--- src/rtl/clock_gate_controller.sv ---
// Run sequencer for the core's glitchless clock-gating buffer: opens gate_n for a budgeted run, drains, reports.
// Optional single-step support is enabled by defining CLOCK_GATE_SINGLE_STEP_EN (adds the step input).
module clock_gate_controller #(
    parameter int COUNT_WIDTH  = 48,
    parameter int DRAIN_CYCLES = 2
) (
    input  logic                   clock,
    input  logic                   reset_n,
    input  logic                   start_valid,
    output logic                   start_ready,
    input  logic [COUNT_WIDTH-1:0] start_budget,
    input  logic                   stop_req,
    input  logic                   core_halt,
    output logic                   gate_n,
    output logic                   running,
    output logic                   done_valid,
    input  logic                   done_ready,
    output logic [1:0]             done_cause,
    output logic [COUNT_WIDTH-1:0] cycle_count
`ifdef CLOCK_GATE_SINGLE_STEP_EN
    ,
    input  logic                   step
`endif
);

    localparam int DW = (DRAIN_CYCLES > 1) ? $clog2(DRAIN_CYCLES) : 1;
    localparam logic [DW-1:0] DRAIN_LAST = DW'(DRAIN_CYCLES - 1);
    localparam logic [COUNT_WIDTH-1:0] CNT_ONE = {{(COUNT_WIDTH-1){1'b0}}, 1'b1};

    typedef enum logic [2:0] {
        ST_IDLE  = 3'd0,
        ST_RUN   = 3'd1,
        ST_DRAIN = 3'd2,
        ST_DONE  = 3'd3,
        ST_STEP  = 3'd4
    } state_t;

    state_t                 state_r;
    state_t                 state_next_s;
    logic [COUNT_WIDTH-1:0] remaining_r;
    logic                   unbounded_r;
    logic [DW-1:0]          drain_r;
    logic                   run_exit_s;
    logic                   step_s;
    logic                   gate_n_next_s;
    logic                   running_next_s;
    logic                   start_ready_next_s;
    logic                   done_valid_next_s;

`ifdef CLOCK_GATE_SINGLE_STEP_EN
    assign step_s = step;
`else
    assign step_s = 1'b0;
`endif

    function automatic logic [COUNT_WIDTH-1:0] sat_inc(input logic [COUNT_WIDTH-1:0] v);
        if (v == {COUNT_WIDTH{1'b1}}) begin
            return v;
        end else begin
            return v + CNT_ONE;
        end
    endfunction

    // Halt outranks host stop, which outranks budget exhaustion.
    function automatic logic [1:0] exit_cause(input logic halt, input logic stop);
        if (halt) begin
            return 2'b10;
        end else if (stop) begin
            return 2'b01;
        end else begin
            return 2'b00;
        end
    endfunction

    assign run_exit_s = core_halt || stop_req || (!unbounded_r && (remaining_r == CNT_ONE));

    // State register.
    always_ff @(posedge clock or negedge reset_n) begin
        if (!reset_n) begin
            state_r <= ST_IDLE;
        end else begin
            state_r <= state_next_s;
        end
    end

    // Next-state logic.
    always_comb begin
        state_next_s = state_r;
        case (state_r)
            ST_IDLE: begin
                if (start_valid) begin
                    state_next_s = ST_RUN;
                end else if (step_s) begin
                    state_next_s = ST_STEP;
                end else begin
                    state_next_s = ST_IDLE;
                end
            end
            ST_RUN: begin
                if (run_exit_s) begin
                    state_next_s = ST_DRAIN;
                end else begin
                    state_next_s = ST_RUN;
                end
            end
            ST_DRAIN: begin
                if (drain_r == DRAIN_LAST) begin
                    state_next_s = ST_DONE;
                end else begin
                    state_next_s = ST_DRAIN;
                end
            end
            ST_DONE: begin
                if (done_ready) begin
                    state_next_s = ST_IDLE;
                end else begin
                    state_next_s = ST_DONE;
                end
            end
            ST_STEP: state_next_s = ST_IDLE;
            default: state_next_s = ST_IDLE;
        endcase
    end

    // Output decode from the upcoming state so every output leaves a flop.
    always_comb begin
        gate_n_next_s      = 1'b1;
        running_next_s     = 1'b0;
        start_ready_next_s = 1'b0;
        done_valid_next_s  = 1'b0;
        case (state_next_s)
            ST_IDLE:  start_ready_next_s = 1'b1;
            ST_RUN: begin
                gate_n_next_s  = 1'b0;
                running_next_s = 1'b1;
            end
            ST_STEP:  gate_n_next_s = 1'b0;
            ST_DONE:  done_valid_next_s = 1'b1;
            ST_DRAIN: gate_n_next_s = 1'b1;
            default:  gate_n_next_s = 1'b1;
        endcase
    end

    // Output registers; reset forces the gate closed asynchronously.
    always_ff @(posedge clock or negedge reset_n) begin
        if (!reset_n) begin
            gate_n      <= 1'b1;
            running     <= 1'b0;
            start_ready <= 1'b1;
            done_valid  <= 1'b0;
        end else begin
            gate_n      <= gate_n_next_s;
            running     <= running_next_s;
            start_ready <= start_ready_next_s;
            done_valid  <= done_valid_next_s;
        end
    end

    // Budget, cycle counter, drain timer and exit cause.
    always_ff @(posedge clock or negedge reset_n) begin
        if (!reset_n) begin
            remaining_r <= {COUNT_WIDTH{1'b0}};
            unbounded_r <= 1'b0;
            drain_r     <= {DW{1'b0}};
            done_cause  <= 2'b00;
            cycle_count <= {COUNT_WIDTH{1'b0}};
        end else begin
            case (state_r)
                ST_IDLE: begin
                    if (start_valid) begin
                        remaining_r <= start_budget;
                        unbounded_r <= (start_budget == {COUNT_WIDTH{1'b0}});
                        cycle_count <= {COUNT_WIDTH{1'b0}};
                    end
                end
                ST_RUN: begin
                    cycle_count <= sat_inc(cycle_count);
                    drain_r     <= {DW{1'b0}};
                    if (!unbounded_r) begin
                        remaining_r <= remaining_r - CNT_ONE;
                    end
                    if (run_exit_s) begin
                        done_cause <= exit_cause(core_halt, stop_req);
                    end
                end
                ST_DRAIN: drain_r     <= drain_r + {{(DW-1){1'b0}}, 1'b1};
                ST_STEP:  cycle_count <= sat_inc(cycle_count);
                default:  drain_r     <= drain_r;
            endcase
        end
    end

endmodule

--- config.mk ---
export PLATFORM = sky130hd
export DESIGN_NAME = clock_gate_controller
export DESIGN_NICKNAME = d
export VERILOG_FILES = /design/src/rtl/clock_gate_controller.sv
export SDC_FILE = /design/constraint.sdc
export NUM_CORES = 1
export LEC_CHECK = 0
export CAP_MARGIN = 25
export CELL_PAD_IN_SITES_DETAIL_PLACEMENT = 1
export CELL_PAD_IN_SITES_GLOBAL_PLACEMENT = 2
export CORE_AREA = 2 2 134 136
export DETAILED_ROUTE_END_ITERATION = 12
export DIE_AREA = 0 0 136 138
export DONT_BUFFER_PORTS = 1
export GPL_ROUTABILITY_DRIVEN = 0
export PLACE_DENSITY_LB_ADDON = 0.1
export RECOVER_POWER = 25
export SLEW_MARGIN = 10
export SYNTH_ARGS = -nofsm -noshare
export SYNTH_HDL_FRONTEND = slang
export SYNTH_SLANG_ARGS = --single-unit
export TNS_END_PERCENT = 100
--- constraint.sdc ---
create_clock -name clock -period 3.1 [get_ports clock]
set_clock_uncertainty 0.1 [all_clocks]
set_input_delay 0.62 -clock clock [delete_from_list [all_inputs] [get_ports clock]]
set_output_delay 0.62 -clock clock [all_outputs]
set_load 0.02 [all_outputs]
Word level (Yosys, flattened, before mapping) --
Cells that the tools add are included.
Word-level totals: register bits 107, input port bits 54, output and inout port bits 54, word-level logic and storage cells 59
Operators by class: add/subtract/negate cells 3, equality and inequality tests 12, muxes and demuxes 18, reductions and logical operators 16
Operators with widths (count):
- $mux 48 | 4
- $pmux 48 s2 | 2
- $add 48x1->48 const B | 1
- $eq 48x1->1 const B | 1
- $eq 48x48->1 const B | 1
- $logic_not 48->1 | 1
- $sub 48x1->48 const B | 1
- $pmux 3 s4 | 1
- $eq 3x2->1 const B | 3
- $mux 1 | 7
- $eq 3x1->1 const B | 2
- $eq 3x3->1 const B | 2
- $logic_not 3->1 | 2
- $mux 2 | 3
- $ne 2x2->1 const B | 3
- $reduce_and 3->1 | 2
- $reduce_bool 2->1 | 3
- $reduce_and 2->1 | 2
- $reduce_or 2->1 | 2
- $logic_or 1x1->1 | 2
- $pmux 1 s2 | 1
- $add 1x1->1 const B | 1
- $logic_and 1x1->1 | 1
- $logic_not 1->1 | 1

Logic depth before layout (Yosys ltp) --
word-level depth 8, gate-level depth with buffers 12, gate-level depth less buffers 8

Least setup slack after synthesis --
OpenSTA, ideal clock, no wires.
path kind flip-flop to flip-flop, start point register remaining_r[22], end point register remaining_r[29], library setup time 0.137 ns, arrival 2.515 ns, data required time 2.863 ns, setup slack 0.348 ns, stages on the path, launching flop included 9, path buffers 2, period minus slack after synthesis 2.752 ns, cell sequence dfrtp_1 or4_4 or4_1 buf_2 or4_4 buf_6 nor4_4 mux2i_1 a21oi_1
Between the ends: word-level cells in the longest chain between the ends 3
Ends and longest elaborated chain:
- start: declaration | line 40 | logic [COUNT_WIDTH-1:0] remaining_r;
- start signal: assignment | line 162 | remaining_r <= {COUNT_WIDTH{1'b0}};
- start signal: assignment | line 171 | remaining_r <= start_budget;
- start signal: assignment | line 180 | remaining_r <= remaining_r - CNT_ONE;
- $sub 48x1->48 | line 180
- $mux 48 | line 179 | if (!unbounded_r) begin
- $pmux 48 s2 | line 168 | case (state_r)
No other way between the ends. The select of a mux whose other input is x is not followed. A chain may end at the register's enable or synchronous reset.

Final worst setup path --
Ends and elaborated chain as after synthesis.

==> flow_metrics.py <==
metrics = {
    "status": {
        "status": "finished with violations",
        "violations": "hold timing",
    },
    "power_and_ir_drop": {
        "cellPowerDensity_mw_per_mm2": 856.2,
        "vdd_drop_max_uv": 432.2,
        "totalPowerFinal_uw": 6203,
        "p_leak_uw": 0.002778,
    },
    "yosys": {
        "postSynthAreaPerCell_um2": 8.442,
        "yosys_warnings": 0,
        "synth_area_mm2": 0.006484,
        "synth_edf_count": 0,
        "synth_seq_cells": 106,
        "ys_types": 57,
        "synth_fp_nets": 829,
        "async_flop_share": 1.000,
        "yosysTopAreaCellShare": 0.4014,
        "synthTopCellsByArea": "dfrtp_1 40%, a21oi_1 5.1%, nand2_1 4.9%",
        "synth.most_common_cell": "dfrtp_1",
        "syn_inst": 768,
        "ys.flop_type": "dfrtp_1",
        "yosysSeqAreaShare": 0.4095,
        "yosysTopAreaCell": "dfrtp_1",
        "ys_top_cells_by_count": "104 x dfrtp_1, 85 x nand2_1, 66 x a21oi_1",
    },
    "clock_tree": {
        "post_cts_buffers": 0,
        "htreeDepth": 3,
        "ctsResizeCount": 0,
        "cts_sinks": 106,
        "cts_made_buffers": 9,
        "clock_latency_ps": 360,
        "cts_buffer_depth": 2,
        "path_clk_slew_ps": 80,
        "cts_tree": "built",
        "root_buffer": "clkbuf_16",
    },
    "floorplan": {
        "initial_utilization": 0.3698,
        "die-width_um": 136,
        "io_pins": 108,
        "die_height_um": 138,
        "coreArea_mm2": 0.01753,
        "placementRows": 49,
        "die-area_mm2": 0.01877,
    },
    "sta": {
        "setup_violations": 0,
        "fin_crit_ps": 2958,
        "grt_setup_unrepaired": "true",
        "tightest_slew_ps": 778.3,
        "post-route-period-util": 0.9542,
        "hold_viol_final": 104,
        "max-slew-margin-rel": 0.4763,
        "fmax_mhz": 338.0,
        "slew_viol_final": 0,
        "holdWs_ps": -154.4,
    },
    "route": {
        "drcViolationCount": 0,
        "num_vias": 6278,
        "wl_per_cell_um": 22.08,
        "vias_per_cell": 6.204,
        "ant_nets": 0,
        "wirelength_um": 22340,
        "firstDrtPassIters": 6,
        "dr.first_iter.drc_count": 305,
    },
    "global_routing": {
        "grt-ovfl-total": 0,
        "track_usage": 0.2420,
        "grt_pass1_wl_um": 36190,
        "grt_max_degree": 107,
        "antenna_found_initial": 0,
        "grt_pass1_vias": 6636,
    },
    "critical_path": {
        "r2r_start": "remaining_r[22]$_DFFE_PN0P_",
        "startpoint": "remaining_r[22]$_DFFE_PN0P_",
        "ff2ff_setup_slack_ps": 140,
        "cpPeakStageDelay_ps": 630,
        "crit_path_cell_trace": "or4_4 -> or4_1 -> or4_4 -> nor4_4 -> mux2i_1 -> a21oi_1",
        "cpMaxStageDelayCell": "or4_4",
        "cp_common_cell": "or4_4",
        "cp_top_family": "simple AND/OR/NAND/NOR gates",
        "start_kind": "flop",
        "cp_max_fo": 7,
        "cp_data_required_time_ps": 3200,
        "crit_buf_inv": 0,
        "crit_type": "flop to flop",
        "r2r_end": "remaining_r[29]$_DFFE_PN0P_",
        "worstPathArrival_ps": 3060,
        "crit_path_end_kind": "flop",
        "reg2regPathDepth": 6,
    },
    "place": {
        "placed_cell_area_mm2": 0.006978,
        "dp_cells": 996,
        "dp_hpwl_um": 15680,
        "port_buffers": 0,
    },
    "worst_hold_path": {
        "min_path_type": "input port to async pin",
    },
    "job": {
        "drv_cap": 0,
    },
    "finish": {
        "postLayoutCoreUtil": 0.4132,
        "final_area_mm2": 0.007244,
        "area_growth_pct": 11.73,
        "drive_above_1_share": 0.09451,
        "final_cells": 1012,
        "nNetsFinal": 839,
        "antenna_cells": 0,
    },
}
-- where the power goes --
group / internal [uW] / switching [uW] / leakage (uW)
Combinational: 951 / 1600 / 0.00131
Clock: 569 / 544 / 0.000127
Sequential: 1850 / 689 / 0.00134
Total: 3370 / 2840 / 0.00278
-- sequential cells by signal, summed over array words and instances, names as in the netlist --
signal,cells
drain_r,1
state_r,2
start_ready,1
done_cause,2
running,1
remaining_r,48
cycle_count,48
unbounded_r,1
gate_n,1
done_valid,1
-- logic make-up (layout without fill, tap and decap cells) --
logic type      Yosys count  count (layout)  synth area share
flops                   106             106            0.4095
mux                      24              24           0.03705
simple gates            351             351            0.2943
fa+ha+maj                 7               7           0.01351
xor+xnor                  6               6          0.008105
compound gates          217             217            0.2019
buf+inv                  57              72           0.03570
-- cells in the final DEF, fill, tap and decap left out, types with 5 or more instances in the layout --
master	n
dfrtp_1	104
nand4b_1	5
and4_1	6
nor4_1	27
a21o_1	5
nand2b_1	5
o211ai_1	10
o22ai_1	42
nand4_1	29
a21oi_1	65
nor3_1	28
nor2_1	43
a31oi_1	5
and3_1	12
or4_1	15
o21ai_0	49
mux2i_1	24
or3_1	13
inv_1	13
buf_4	39
o31ai_1	12
nand3_1	54
clkbuf_16	9
nand2_1	85
ha_1	6
and2_1	5
-- worst max-delay path by stage --
stage          cells past startpoint  slack [ps]                          end
6_report                           6         140  remaining_r[29]$_DFFE_PN0P_
5_1_grt                            6          -4  remaining_r[38]$_DFFE_PN0P_
4_1_cts                            6         130  remaining_r[29]$_DFFE_PN0P_
3_5_place_dp                       6         150  remaining_r[29]$_DFFE_PN0P_
3_3_place_gp                       6         210  remaining_r[29]$_DFFE_PN0P_
2_1_floorplan                      8         350  remaining_r[29]$_DFFE_PN0P_
-- metrics by stage --
stage                     setup TNS, ps  worst slack (ps)
after detailed placement              0             145.6
after floorplan                       0             348.0
final                                 0             141.8
after global routing             -4.052            -4.052
after CTS                             0             133.5
after global placement                0             210.1
-- per-layer routing --
layer | share of wire | GRT usage
met5 | 0 | 0
met4 | 0.019 | 0.07401
met3 | 0.057 | 0.05757
met2 | 0.49 | 0.4163
met1 | 0.43 | 0.2983
-- cell type report --
| cell class | count | area, um2 |
|---|---|---|
| multi-input cells | 605 | 3615 |
| inverters | 13 | 48.80 |
| clock buffers | 14 | 254.0 |
| fillers | 2126 | 10290 |
| flip-flops and latches | 106 | 2655 |
| well taps | 229 | 286.5 |
| clock inverters | 2 | 12.51 |
| repair buffers | 43 | 372.9 |
Power figures use the tool's default switching activity.
